## config.mk

```make
export PLATFORM = sky130hd
export DESIGN_NAME = osd_spi_master_flat
export DESIGN_NICKNAME = d
export VERILOG_FILES = /design/src/rtl/osd_spi_master_if.sv /design/src/rtl/osd_spi_master.sv /design/src/flat_wrapper.sv
export SDC_FILE = /design/constraint.sdc
export NUM_CORES = 1
export LEC_CHECK = 0
export ABC_AREA = 0
export CORE_MARGIN = 5
export CORE_UTILIZATION = 49
export DETAILED_ROUTE_END_ITERATION = 6
export PLACE_DENSITY = 0.75
export SETUP_SLACK_MARGIN = 0.1
export SLEW_MARGIN = 0
export SYNTH_ARGS = -nofsm -noshare
export SYNTH_HDL_FRONTEND = slang
export SYNTH_SLANG_ARGS = --single-unit
```

## constraint.sdc

```tcl
create_clock -name clk_sys -period 1.7 [get_ports clk_sys]
set_clock_uncertainty 0.15 [all_clocks]
set_input_delay 0.17 -clock clk_sys [delete_from_list [all_inputs] [get_ports clk_sys]]
set_output_delay 0.17 -clock clk_sys [all_outputs]
set_load 0.05 [all_outputs]
```

## src/rtl/osd_spi_master_if.sv

```systemverilog
// Command, payload and SPI pin bundle for the OSD SPI initiator.
// Latency: none (wires only).
// Backpressure: cmd_ready / data_ready are driven by the master side.
interface osd_spi_master_if;
  logic       cmd_valid;
  logic       cmd_ready;
  logic [1:0] cmd_op;
  logic [2:0] cmd_line;
  logic [7:0] data;
  logic       data_valid;
  logic       data_ready;
  logic       SPI_SCK;
  logic       SPI_SS3;
  logic       SPI_DO;
  logic       busy;
  logic       done;

  // SPI initiator side
  modport master (
    input  cmd_valid, cmd_op, cmd_line, data, data_valid,
    output cmd_ready, data_ready, SPI_SCK, SPI_SS3, SPI_DO, busy, done
  );

  // Command / payload source side
  modport slave (
    output cmd_valid, cmd_op, cmd_line, data, data_valid,
    input  cmd_ready, data_ready, SPI_SCK, SPI_SS3, SPI_DO, busy, done
  );
endinterface

```

## src/rtl/osd_spi_master.sv

```systemverilog
// SPI initiator for the OSD command port: enable/disable/write-line commands, MSB first.
// Latency: SS3 low the cycle after accept; 16*CLK_DIV cycles per byte, +1 per payload fetch.
// Backpressure: one command at a time (cmd_ready only in IDLE); payload stalls hold SCK low.
module osd_spi_master #(
  parameter int CLK_DIV    = 4,
  parameter int LINE_BYTES = 256
) (
  input  logic             clk_sys,
  input  logic             reset_n,
  osd_spi_master_if.master bus
);

  localparam int               DIV_W    = $clog2(CLK_DIV + 1);
  localparam logic [DIV_W-1:0] DIV_MAX  = DIV_W'(CLK_DIV - 1);
  localparam logic [8:0]       LINE_MAX = 9'(LINE_BYTES);

  typedef enum logic [2:0] {IDLE, SHIFT, FETCH, TAIL, GAP} state_t;

  state_t           state, state_nxt;
  logic [DIV_W-1:0] div_cnt;
  logic [2:0]       bit_cnt;
  logic [8:0]       byte_cnt;   // payload bytes handed over so far
  logic [6:0]       shreg;      // bits still to be sent after the one on SPI_DO
  logic [1:0]       op_q;
  logic [7:0]       cmd_byte;
  logic             sck_q, ss3_q, do_q, done_q;

  logic div_wrap, cmd_acc, dat_acc, byte_end, more_data;

  assign div_wrap  = (div_cnt == DIV_MAX);
  assign cmd_acc   = bus.cmd_valid && (state == IDLE);
  assign dat_acc   = bus.data_valid && (state == FETCH);
  // 8th falling SCK edge of the current byte
  assign byte_end  = (state == SHIFT) && div_wrap && sck_q && (bit_cnt == 3'd7);
  assign more_data = (op_q == 2'd2) && (byte_cnt < LINE_MAX);

  assign bus.cmd_ready  = (state == IDLE);
  assign bus.data_ready = (state == FETCH);
  assign bus.busy       = (state != IDLE);
  assign bus.SPI_SCK    = sck_q;
  assign bus.SPI_SS3    = ss3_q;
  assign bus.SPI_DO     = do_q;
  assign bus.done       = done_q;

  // Opcode to on-wire command byte
  always_comb begin
    cmd_byte = 8'h00;
    case (bus.cmd_op)
      2'd0:    cmd_byte = 8'h40;
      2'd1:    cmd_byte = 8'h41;
      2'd2:    cmd_byte = {5'b00100, bus.cmd_line};
      default: cmd_byte = 8'h00;
    endcase
  end

  // State register
  always_ff @(posedge clk_sys or negedge reset_n) begin
    if (!reset_n) state <= IDLE;
    else          state <= state_nxt;
  end

  // Next-state decode
  always_comb begin
    state_nxt = state;
    case (state)
      IDLE:  if (cmd_acc) state_nxt = (bus.cmd_op == 2'd3) ? GAP : SHIFT;
      SHIFT: if (byte_end) state_nxt = more_data ? FETCH : TAIL;
      FETCH: if (dat_acc) state_nxt = SHIFT;
      TAIL:  if (div_wrap) state_nxt = GAP;
      GAP:   if (div_wrap && bit_cnt[0]) state_nxt = IDLE;
      default: state_nxt = IDLE;
    endcase
  end

  // Datapath: SCK divider, shifter, counters and pin registers
  always_ff @(posedge clk_sys or negedge reset_n) begin
    if (!reset_n) begin
      div_cnt  <= '0;
      bit_cnt  <= '0;
      byte_cnt <= '0;
      shreg    <= '0;
      op_q     <= '0;
      sck_q    <= 1'b0;
      ss3_q    <= 1'b1;
      do_q     <= 1'b0;
      done_q   <= 1'b0;
    end else begin
      done_q <= 1'b0;
      case (state)
        IDLE: begin
          if (cmd_acc) begin
            op_q     <= bus.cmd_op;
            div_cnt  <= '0;
            bit_cnt  <= '0;
            byte_cnt <= '0;
            if (bus.cmd_op == 2'd3) begin
              // no-op: nothing on the wire, just report completion
              done_q <= 1'b1;
            end else begin
              ss3_q <= 1'b0;
              do_q  <= cmd_byte[7];
              shreg <= cmd_byte[6:0];
            end
          end
        end
        SHIFT: begin
          if (div_wrap) begin
            div_cnt <= '0;
            sck_q   <= ~sck_q;
            if (sck_q) begin
              // falling edge: advance to the next bit while SCK is low
              bit_cnt <= bit_cnt + 3'd1;
              do_q    <= shreg[6];
              shreg   <= {shreg[5:0], 1'b0};
            end
          end else begin
            div_cnt <= div_cnt + 1'b1;
          end
        end
        FETCH: begin
          if (dat_acc) begin
            do_q     <= bus.data[7];
            shreg    <= bus.data[6:0];
            div_cnt  <= '0;
            byte_cnt <= byte_cnt + 9'd1;
          end
        end
        TAIL: begin
          if (div_wrap) begin
            ss3_q   <= 1'b1;
            done_q  <= 1'b1;
            div_cnt <= '0;
            bit_cnt <= '0;
          end else begin
            div_cnt <= div_cnt + 1'b1;
          end
        end
        GAP: begin
          // two divider periods with SS3 high; bit_cnt[0] marks the second
          if (div_wrap) begin
            div_cnt <= '0;
            bit_cnt <= bit_cnt + 3'd1;
          end else begin
            div_cnt <= div_cnt + 1'b1;
          end
        end
        default: ;
      endcase
    end
  end

endmodule

```

## src/flat_wrapper.sv

```systemverilog
// flat-port wrapper written by rule: the top's interface ports become plain ports
module osd_spi_master_flat 
#(
  parameter int CLK_DIV    = 4,
  parameter int LINE_BYTES = 256
)
  (clk_sys, reset_n, bus_cmd_valid, bus_cmd_op, bus_cmd_line, bus_data, bus_data_valid, bus_cmd_ready, bus_data_ready, bus_SPI_SCK, bus_SPI_SS3, bus_SPI_DO, bus_busy, bus_done);
  osd_spi_master_if bus_i ();
  input  logic clk_sys;
  input  logic reset_n;
  input wire logic [$bits(bus_i.cmd_valid)-1:0] bus_cmd_valid;
  input wire logic [$bits(bus_i.cmd_op)-1:0] bus_cmd_op;
  input wire logic [$bits(bus_i.cmd_line)-1:0] bus_cmd_line;
  input wire logic [$bits(bus_i.data)-1:0] bus_data;
  input wire logic [$bits(bus_i.data_valid)-1:0] bus_data_valid;
  output wire logic [$bits(bus_i.cmd_ready)-1:0] bus_cmd_ready;
  output wire logic [$bits(bus_i.data_ready)-1:0] bus_data_ready;
  output wire logic [$bits(bus_i.SPI_SCK)-1:0] bus_SPI_SCK;
  output wire logic [$bits(bus_i.SPI_SS3)-1:0] bus_SPI_SS3;
  output wire logic [$bits(bus_i.SPI_DO)-1:0] bus_SPI_DO;
  output wire logic [$bits(bus_i.busy)-1:0] bus_busy;
  output wire logic [$bits(bus_i.done)-1:0] bus_done;
  assign bus_i.cmd_valid = bus_cmd_valid;
  assign bus_i.cmd_op = bus_cmd_op;
  assign bus_i.cmd_line = bus_cmd_line;
  assign bus_i.data = bus_data;
  assign bus_i.data_valid = bus_data_valid;
  assign bus_cmd_ready = bus_i.cmd_ready;
  assign bus_data_ready = bus_i.data_ready;
  assign bus_SPI_SCK = bus_i.SPI_SCK;
  assign bus_SPI_SS3 = bus_i.SPI_SS3;
  assign bus_SPI_DO = bus_i.SPI_DO;
  assign bus_busy = bus_i.busy;
  assign bus_done = bus_i.done;
  osd_spi_master #(.CLK_DIV(CLK_DIV), .LINE_BYTES(LINE_BYTES)) u_core (.clk_sys(clk_sys), .reset_n(reset_n), .bus(bus_i));
endmodule
```

==> results of run 1 <==
sequential cells by signal, summed over array words and instances (netlist names):
register	count
u_core.byte_cnt	9
u_core.shreg	7
u_core.bit_cnt	3
u_core.div_cnt	3
u_core.state	3
u_core.op_q	2
u_core.bus.SPI_DO	1
u_core.bus.SPI_SCK	1
u_core.bus.SPI_SS3	1
u_core.bus.done	1
cells by family (layout without fill, tap and decap cells):
kind of cell | Yosys count | in the layout | synth area share
adder cells (fa/ha/maj) | 4 | 4 | 0.0278
AND/OR/NAND/NOR | 67 | 67 | 0.200
multiplexers | 17 | 17 | 0.104
buffers and inverters | 20 | 89 | 0.0522
AO/OA/AOI/OAI | 39 | 39 | 0.145
flip-flops | 31 | 31 | 0.432
XOR/XNOR | 8 | 8 | 0.0390
cell usage after synthesis (3+ instances only):
cell type  count  area (µm²)
buf_2          6        30.0
nor2_1        10        37.5
nor3_1         6        30.0
a31oi_1        3        18.8
mux2_2         5        56.3
mux2i_1        7        70.1
ha_1           4        50.1
nand2b_1       5        31.3
o21ai_0        7        35.0
xor2_1         3        26.3
inv_1         10        37.5
a21oi_1       12        60.1
mux2_1         4        45.0
a22o_1         3        26.3
nand2_1       24        90.1
dfrtp_1       30         751
nand3_1        7        35.0
xnor2_1        5        43.8
power by group through the flow:
stage	registers, W	logic, W	clock network, W
global placement	0.00111	0.00169	0
finish	0.00114	0.00221	0.000662
global route	0.00115	0.00236	0.000710
floorplan	0.00121	0.000999	0
detailed placement	0.00113	0.00177	0
CTS	0.00112	0.00205	0.000673
metrics by stage:
stage	hold slack, ps	std cells	TNS [ps]	setup slack (ps)	total power, W
2_1_floorplan	-276	186	-1400	-221	0.00221
3_3_place_gp	311	285	-1480	-162	0.00280
3_5_place_dp	332	285	-2180	-238	0.00290
4_1_cts	137	301	-246	-53.1	0.00385
5_1_grt	164	303	-1480	-136	0.00422
6_report	126	303	-767	-97.1	0.00400
layer usage:
metal  up-vias  track usage  wire length, µm
met5         -            0                0
met4         0        0.136              287
met3        35       0.0810              419
met2       100        0.437             3060
met1       909        0.294             2410
li1        802            -                -
cell type report:
type	count	area, µm²
multi-input combinational	135	1160
fill	230	808
sequential	31	781
timing repair buffer	71	654
clock buffer	8	100
tap	48	60.1
inverter	10	43.8
how the worst min path moves through the flow:
| stage | startpoint | endpoint | slack, ps | cells after the start |
|---|---|---|---|---|
| 2_1_floorplan | reset_n | u_core.bit_cnt[0] | -280 | 0 |
| 3_3_place_gp | u_core.op_q[0] | u_core.op_q[0] | 310 | 2 |
| 3_5_place_dp | u_core.shreg[3] | u_core.shreg[3] | 330 | 1 |
| 4_1_cts | reset_n | u_core.byte_cnt[2] | 140 | 2 |
| 5_1_grt | reset_n | u_core.bit_cnt[1] | 160 | 2 |
| 6_report | reset_n | u_core.bus.done | 130 | 2 |
worst max-delay path: cells and delay by family (launching register included):
| kind | cells | cell delay [ps] |
|---|---|---|
| multiplexers | 1 | 320 |
| flip-flops | 1 | 460 |
| buffers and inverters | 1 | 160 |
| AND/OR/NAND/NOR | 2 | 280 |
| AO/OA/AOI/OAI | 1 | 310 |
timing repair:
action,in CTS,in global routing
buffers inserted,7,2
resized for setup,41,11
pin swaps,19,4
endpoints found under the setup margin,26,32
cloned,1,0
==> reports/metrics.csv, run 1 <==
stage,metric,value,unit
place,post-detail-place hpwl,3590,µm
power_and_ir_drop,switching component of the power,0.00157,W
route,DRC Markers,0,
floorplanning,Die ar.,0.00498,mm²
floorplanning,row count,22,
logic_synthesis,share of synthesized registers carrying an async set or reset,1.00,
global_routing,global-route usage over all layers,0.259,
setup_path,kind of launch point of the worst setup path,flip-flop,
power_and_ir_drop,internal power contribution,0.00243,W
setup_path,capture point of the critical path,u_core.shreg[3],
power_and_ir_drop,Comb pwr share,0.551,
sta,max-slew violation total from the final report,0,
sta,Final Worst Setup Slack,-97.1,ps
cts,number of clock sinks,31,
finish,final-stage net count,275,
sta,worst slew margin relative to its limit,0.730,
power_and_ir_drop,switching share of power,0.393,
setup_path,Reg2Reg Launch Point,u_core.state[0],
finish,most used cells in the layout excluding fill and tap cells,"buf_4, dfrtp_1, nand2_1, clkdlybuf4s50_1",
outcome,failing checks,setup timing,
global_routing,via count of the first global-routing pass,1983,
finish,share of final-layout standard cells stronger than drive strength 1,0.439,
cts,TritonCTS clock tree,done,
setup_path,Worst Path Max Fanout,7,
place,dpl cell area,0.00241,mm²
floorplanning,Boundary Pins,24,
setup_path,worst setup path startpoint,u_core.state[0],
logic_synthesis,number of standard cells after synthesis,186,
global_routing,leftover overflow at the end of global routing,0,
logic_synthesis,share of the yosys chip area belonging to registers,0.432,
flow_run,number of max-cap violations,0,
power_and_ir_drop,maximum vdd ir drop,0.910,mV
power_and_ir_drop,leakage power summed over all cells,1.24,nW
cts,level count of the clock H-tree,2,
global_routing,global-route wire length before repair,9860,µm
sta,unrepaired setup endpoints after global routing,true,
logic_synthesis,cell area after synthesis,0.00180,mm²
logic_synthesis,Mean Syn Cell Area,9.67,µm²
setup_path,Critical Path Sink Type,flip-flop,
sta,transition time at the pin with the least slew margin,405,ps
setup_path,crit path max-delay cell type,dfrtp_2,
outcome,outcome,finished with violations,
logic_synthesis,flop and latch count out of synthesis,31,
finish,growth of design area from synthesis to finish,55.6,%
finish,Antenna Diode Count,0,
route,routed len/inst,20.4,µm
cts,number of buffers created by CTS,5,
sta,hold violation total from the final report,0,
sta,post-route minimum period,1800,ps
finish,post-route cell area,0.00280,mm²
cts,clock transition time at the flip-flop clock pins of the worst setup and hold paths,70,ps
setup_path,Worst EP required,1730,ps
sta,highest attainable clock frequency,556,MHz
power_and_ir_drop,Seq pwr share,0.284,
setup_path,type of the worst setup path,flip-flop to flip-flop,
finish,Post-Route Utilization,0.776,
route,Detail Route Antenna Nets,0,
global_routing,largest net degree at the start of global routing,32,
hold_path,Worst Hold Class,input pin to asynchronous set/reset pin,
logic_synthesis,Ys Warns,0,
route,detailed router's first-iteration violation count,162,
cts,cts-stage hold buffer count,0,
route,total wirelength of the detailed-routed design,6170,µm
logic_synthesis,Yosys cell types,50,
sta,Finish-stage setup viols,13,
logic_synthesis,net count after synthesis,207,
logic_synthesis,Post-synth EDFFs,0,
floorplanning,Die Y-Extent,70.6,µm
place,number of port buffers,23,
route,per-cell via count in the routed design,6.09,
floorplanning,die outline width,70.6,µm
setup_path,stage delay of the slowest cell on the critical path,460,ps
place,routability congestion estimate,1.00,
sta,portion of the clock cycle consumed by the worst path in the final layout,1.06,
setup_path,minimum setup slack among reg-to-reg paths,-100,ps
route,first drt pass iteration count,4,
logic_synthesis,"Primary FF master, synth",dfrtp_1,
setup_path,cells on worst reg2reg path,5,
floorplanning,core area,0.00361,mm²
global_routing,antenna violations before repair,0,
setup_path,critical register-to-register path endpoint,u_core.shreg[3],
cts,later-pin clock latency in the skew report,290,ps
cts,maximum count of clock buffers along a single path,2,
power_and_ir_drop,share of total power in the clock network,0.165,
setup_path,Worst Path Arrival,1830,ps
route,detailed-route via count,1846,
floorplanning,Initial Utilization,0.499,
power_and_ir_drop,areal power density over the cells,1430,mW/mm²
setup_path,cells along the critical path,buf_6 > nand2b_4 > nor3_4 > o221a_4 > mux2_4,
cts,cell chosen for the clock root,clkbuf_8,
finish,most common library cell in the layout ignoring fill and taps,buf_4,
Power figures use the tool's default switching activity.
==> inputs of run 2 (changes only) <==
- CORE_UTILIZATION: 49 -> 54
- PLACE_DENSITY: 0.75 -> 0.79
- RECOVER_POWER: unset -> 100
- clock period: 1.7 -> 1.9 ns (I/O delays scaled with it)
==> reports/metrics.csv, run 2 (synthesis results as in run 1) <==
stage,metric,value,unit
cts,number of clock sinks,31,
global_routing,via count of the first global-routing pass,1717,
finish,most common library cell in the layout ignoring fill and taps,buf_4,
sta,hold violation total from the final report,0,
sta,max-slew violation total from the final report,0,
cts,TritonCTS clock tree,done,
floorplanning,die outline width,67.7,µm
power_and_ir_drop,Comb pwr share,0.544,
sta,Final Worst Setup Slack,42.1,ps
setup_path,Worst Path Max Fanout,5,
power_and_ir_drop,leakage power summed over all cells,1.14,nW
finish,growth of design area from synthesis to finish,42.7,%
finish,most used cells in the layout excluding fill and tap cells,"buf_4, dfrtp_1, nand2_1, clkdlybuf4s50_1, a21oi_1",
global_routing,global-route usage over all layers,0.232,
route,Detail Route Antenna Nets,0,
place,post-place setup slack,-69.0,ps
cts,clock transition time at the flip-flop clock pins of the worst setup and hold paths,90,ps
cts,later-pin clock latency in the skew report,340,ps
floorplanning,Boundary Pins,24,
finish,Antenna Diode Count,0,
power_and_ir_drop,share of total power in the clock network,0.120,
global_routing,leftover overflow at the end of global routing,0,
finish,number of inserted filler cells in the final layout,210,
sta,transition time at the pin with the least slew margin,780,ps
hold_path,Worst Hold Class,input pin to asynchronous set/reset pin,
setup_path,kind of launch point of the worst setup path,flip-flop,
route,total wirelength of the detailed-routed design,5430,µm
power_and_ir_drop,switching share of power,0.405,
sta,worst hold margin,320,ps
finish,final-stage net count,269,
outcome,outcome,finished clean,
power_and_ir_drop,internal power contribution,0.00180,W
route,detailed-route via count,1731,
global_routing,antenna violations before repair,0,
route,DRC Markers,0,
route,routed len/inst,18.4,µm
finish,register containing the most flip-flops in the final layout,u_core.byte_cnt,
sta,post-route minimum period,1860,ps
place,routability congestion estimate,0.911,
floorplanning,Die ar.,0.00458,mm²
setup_path,type of the worst setup path,flip-flop to flip-flop,
power_and_ir_drop,maximum vdd ir drop,0.710,mV
sta,worst slew margin relative to its limit,0.480,
cts,cell chosen for the clock root,clkbuf_4,
finish,Largest register FFs,9,
setup_path,Critical Path Sink Type,flip-flop,
place,number of port buffers,23,
power_and_ir_drop,areal power density over the cells,1180,mW/mm²
power_and_ir_drop,switching component of the power,0.00123,W
floorplanning,core area,0.00328,mm²
route,per-cell via count in the routed design,5.87,
place,post-detail-place hpwl,3520,µm
global_routing,global-route wire length before repair,7800,µm
floorplanning,Die Y-Extent,67.7,µm
setup_path,Worst EP required,1980,ps
global_routing,largest net degree at the start of global routing,32,
cts,cts-stage hold buffer count,0,
floorplanning,row count,21,
finish,largest registers,"u_core.byte_cnt: 9 flops, u_core.shreg: 7 flops",
power_and_ir_drop,Seq pwr share,0.336,
finish,share of final-layout standard cells stronger than drive strength 1,0.321,
cts,maximum count of clock buffers along a single path,2,
sta,portion of the clock cycle consumed by the worst path in the final layout,0.978,
flow_run,number of max-cap violations,0,
finish,Post-Route Utilization,0.781,
route,first drt pass iteration count,5,
route,detailed router's first-iteration violation count,154,
floorplanning,Initial Utilization,0.547,
cts,level count of the clock H-tree,2,
sta,unrepaired setup endpoints after global routing,true,
cts,number of buffers created by CTS,5,
setup_path,Worst Path Arrival,1940,ps
sta,highest attainable clock frequency,538,MHz
sta,Finish-stage setup viols,0,
## run 2: changes by cell type in the layout (fill, tap and decap cells not counted), sizes merged
| cell | delta |
|---|---|
| clkbuf | +3 |
| dlygate4sd2 | +2 |
| inv | +1 |
| clkdlybuf4s50 | -1 |
| dlygate4sd3 | +1 |
| clkinvlp | -1 |
| buf | -11 |
## run 2: cell type report
type / count / area (µm²) / area share
clock buffer: 8 / 48.8 / 0.0190
sequential: 31 / 778 / 0.303
timing repair buffer: 65 / 597 / 0.233
multi-input combinational: 135 / 1040 / 0.407
tap: 46 / 57.6 / 0.0224
inverter: 10 / 40.0 / 0.0156
## run 2: power groups by stage
stage	registers (W)	clock network, W	logic, W
6_report	0.00102	0.000364	0.00165
5_1_grt	0.00104	0.000407	0.00178
4_1_cts	0.000999	0.000380	0.00149
3_5_place_dp	0.00101	0	0.00141
3_3_place_gp	0.000997	0	0.00135
2_1_floorplan	0.00107	0	0.000839
## run 2: worst paths after layout
check	cells after the start	slack, ps	to	from
max	5	40	u_core.shreg[6]	u_core.state[0]
min	2	320	u_core.byte_cnt[5]	reset_n
max reg2reg	5	40	u_core.shreg[6]	u_core.state[0]
min reg2reg	1	340	u_core.bus.SPI_SS3	u_core.bus.SPI_SS3
max in group asynchronous	2	730	u_core.state[1]	reset_n
min in group clk_sys	1	340	u_core.bus.SPI_SS3	u_core.bus.SPI_SS3
## run 2: stage by stage
stage / setup TNS, ps / area, µm² / total power [W] / std cells
after global placement: 0 / 2320 / 0.00234 / 275
after detailed placement: -294 / 2320 / 0.00242 / 275
final: 0 / 2560 / 0.00303 / 295
after CTS: 0 / 2440 / 0.00287 / 287
after floorplan: -21.2 / 1840 / 0.00191 / 186
after global routing: -74.9 / 2560 / 0.00322 / 295
## run 2: worst max-delay path: stages, from the launching register on
cell,delay [ps]
dfrtp_1,450
buf_6,160
nand2b_1,210
o311ai_0,370
a21oi_1,90
mux2_1,310
## run 2: repair_timing
| item | 4_1_cts | 5_1_grt |
|---|---|---|
| endpoints found under the setup margin | 13 | 17 |
| buffers inserted | 4 | 8 |
| pin swaps | 2 | 12 |
| gates resized for setup | 12 | 23 |
| hold endpoints to repair | 0 | 0 |
## run 2: layer usage
metal	vias to the layer above	share of wire	track usage
met3	18	0.065	0.0616
met2	80	0.50	0.391
met5	-	0	0
met4	0	0.032	0.114
li1	789	-	-
met1	844	0.40	0.269
==> inputs of run 3 (changes only) <==
- CELL_PAD_IN_SITES_DETAIL_PLACEMENT: unset -> 1
- CELL_PAD_IN_SITES_GLOBAL_PLACEMENT: unset -> 1
- CORE_UTILIZATION: 54 -> 42
- PLACE_DENSITY: 0.79 -> unset
- PLACE_DENSITY_LB_ADDON: unset -> 0.1
==> reports/metrics.csv, run 3 (synthesis results as in run 1) <==
stage,metric,value,unit
floorplanning,row count,23,
floorplanning,Boundary Pins,24,
cts,cell chosen for the clock root,clkbuf_8,
sta,highest attainable clock frequency,548,MHz
setup_path,cells along the critical path,buf_4 > nor3b_4 > buf_6 > buf_12,
global_routing,via count of the first global-routing pass,1794,
place,number of port buffers,23,
floorplanning,Die ar.,0.00569,mm²
global_routing,antenna violations before repair,0,
power_and_ir_drop,share of total power in the clock network,0.175,
finish,most used cells in the layout excluding fill and tap cells,"buf_4, dfrtp_1, nand2_1, clkdlybuf4s50_1",
route,routed len/inst,18.4,µm
power_and_ir_drop,switching share of power,0.398,
floorplanning,Initial Utilization,0.440,
power_and_ir_drop,switching component of the power,0.00122,W
route,detailed-route via count,1687,
power_and_ir_drop,Seq pwr share,0.334,
cts,level count of the clock H-tree,2,
setup_path,Worst EP required,1560,ps
route,total wirelength of the detailed-routed design,5440,µm
floorplanning,Die Y-Extent,75.4,µm
power_and_ir_drop,maximum vdd ir drop,0.748,mV
cts,cts-stage hold buffer count,0,
sta,max-slew violation total from the final report,0,
finish,number of inserted filler cells in the final layout,470,
route,detailed router's first-iteration violation count,68,
global_routing,global-route usage over all layers,0.198,
cts,clock transition time at the flip-flop clock pins of the worst setup and hold paths,70,ps
sta,hold violation total from the final report,0,
sta,portion of the clock cycle consumed by the worst path in the final layout,0.961,
global_routing,global-route wire length before repair,8560,µm
setup_path,kind of launch point of the worst setup path,flip-flop,
place,post-detail-place hpwl,3950,µm
cts,TritonCTS clock tree,done,
setup_path,type of the worst setup path,flip-flop to output pin,
finish,largest registers,"u_core.byte_cnt: 9 flops, u_core.shreg: 7 flops",
route,DRC Markers,0,
power_and_ir_drop,areal power density over the cells,1230,mW/mm²
cts,number of clock sinks,31,
place,post-place setup slack,-46.5,ps
setup_path,Worst Path Arrival,1490,ps
finish,Antenna Diode Count,0,
setup_path,crit path max-delay cell type,dfrtp_1,
place,routability congestion estimate,0.965,
power_and_ir_drop,Comb pwr share,0.491,
route,Detail Route Antenna Nets,0,
sta,Final Worst Setup Slack,74.2,ps
cts,maximum count of clock buffers along a single path,2,
finish,growth of design area from synthesis to finish,38.8,%
outcome,outcome,finished clean,
finish,combined flip-flop and latch cell area,779,µm²
cts,later-pin clock latency in the skew report,280,ps
sta,unrepaired setup endpoints after global routing,true,
floorplanning,core area,0.00409,mm²
finish,most common library cell in the layout ignoring fill and taps,buf_4,
floorplanning,die outline width,75.4,µm
setup_path,family with the most delay on the worst path,buffers and inverters,
global_routing,largest net degree at the start of global routing,32,
sta,worst slew margin relative to its limit,0.476,
sta,final setup TNS,0,ps
cts,number of buffers created by CTS,5,
hold_path,Worst Hold Class,flip-flop to flip-flop,
setup_path,stage delay of the slowest cell on the critical path,400,ps
route,first drt pass iteration count,4,
finish,register containing the most flip-flops in the final layout,u_core.byte_cnt,
finish,final-stage net count,266,
sta,post-route minimum period,1830,ps
flow_run,number of max-cap violations,0,
sta,Finish-stage setup viols,0,
power_and_ir_drop,internal power contribution,0.00184,W
setup_path,Critical Path Sink Type,output pin,
route,per-cell via count in the routed design,5.70,
setup_path,Worst Path Max Fanout,12,
global_routing,leftover overflow at the end of global routing,0,
power_and_ir_drop,leakage power summed over all cells,1.10,nW
finish,share of final-layout standard cells stronger than drive strength 1,0.297,
finish,multi-input logic area,0.00101,mm²
finish,Largest register FFs,9,
sta,transition time at the pin with the least slew margin,786,ps
setup_path,critical path buffer and inverter count,3,
[run 3: cell type report]
| type | count | share of cell area |
|---|---|---|
| Inverter | 10 | 0.0150 |
| Sequential cell | 31 | 0.312 |
| Tap cell | 50 | 0.0251 |
| Clock buffer | 7 | 0.0346 |
| Timing Repair Buffer | 62 | 0.204 |
| Multi-Input combinational cell | 135 | 0.407 |
| Clock inverter | 1 | 0.00201 |
[run 3: timing repair]
action                                  in CTS  in global routing
endpoints found under the setup margin      14                 21
pin swaps                                    1                  6
setup buffers                                4                  3
gates resized for setup                      9                 16
[run 3: layer usage]
| layer | vias to the layer above | GRT usage | wire length, µm |
|---|---|---|---|
| li1 | 787 | - | - |
| met1 | 853 | 0.262 | 2390 |
| met3 | 9 | 0.0383 | 238 |
| met4 | 0 | 0.0680 | 93 |
| met5 | - | 0 | 0 |
| met2 | 38 | 0.326 | 2710 |
[run 3: worst reg2reg max path: stages (launching register included)]
cell	delay, ps
dfrtp_1	400
ha_4	180
nand2b_4	70
nor3_4	210
o221a_2	350
mux2_2	360
[run 3: path summary, 6_finish.rpt]
kind	from	to	slack [ps]	cells after the start
worst max-delay path	u_core.state[0]	bus_data_ready	70	4
min in group asynchronous	reset_n	u_core.byte_cnt[8]	380	2
worst min-delay path	u_core.bus.SPI_SS3	u_core.bus.SPI_SS3	340	1
worst max register to register	u_core.div_cnt[1]	u_core.shreg[4]	70	5
max in group asynchronous	reset_n	u_core.state[2]	680	2
worst min register to register	u_core.bus.SPI_SS3	u_core.bus.SPI_SS3	340	1
[run 3: power by group through the flow]
stage / registers, W / clock network (W) / logic [W]
after floorplan: 0.00107 / 0 / 0.000839
after global placement: 0.00101 / 0 / 0.00138
after detailed placement: 0.00102 / 0 / 0.00145
after CTS: 0.00101 / 0.000554 / 0.00151
after global routing: 0.00104 / 0.000595 / 0.00164
final: 0.00102 / 0.000536 / 0.00150
[run 3: through the flow]
stage | cells | total power (W) | hold slack, ps | instance area, µm² | util
CTS | 293 | 0.00308 | 168 | 2470 | 0.605
detailed placement | 281 | 0.00247 | 320 | 2320 | 0.569
global route | 296 | 0.00327 | 362 | 2490 | 0.611
floorplan | 186 | 0.00191 | -256 | 1840 | -
global placement | 281 | 0.00239 | 310 | 2320 | 0.569
finish | 296 | 0.00306 | 340 | 2490 | 0.611
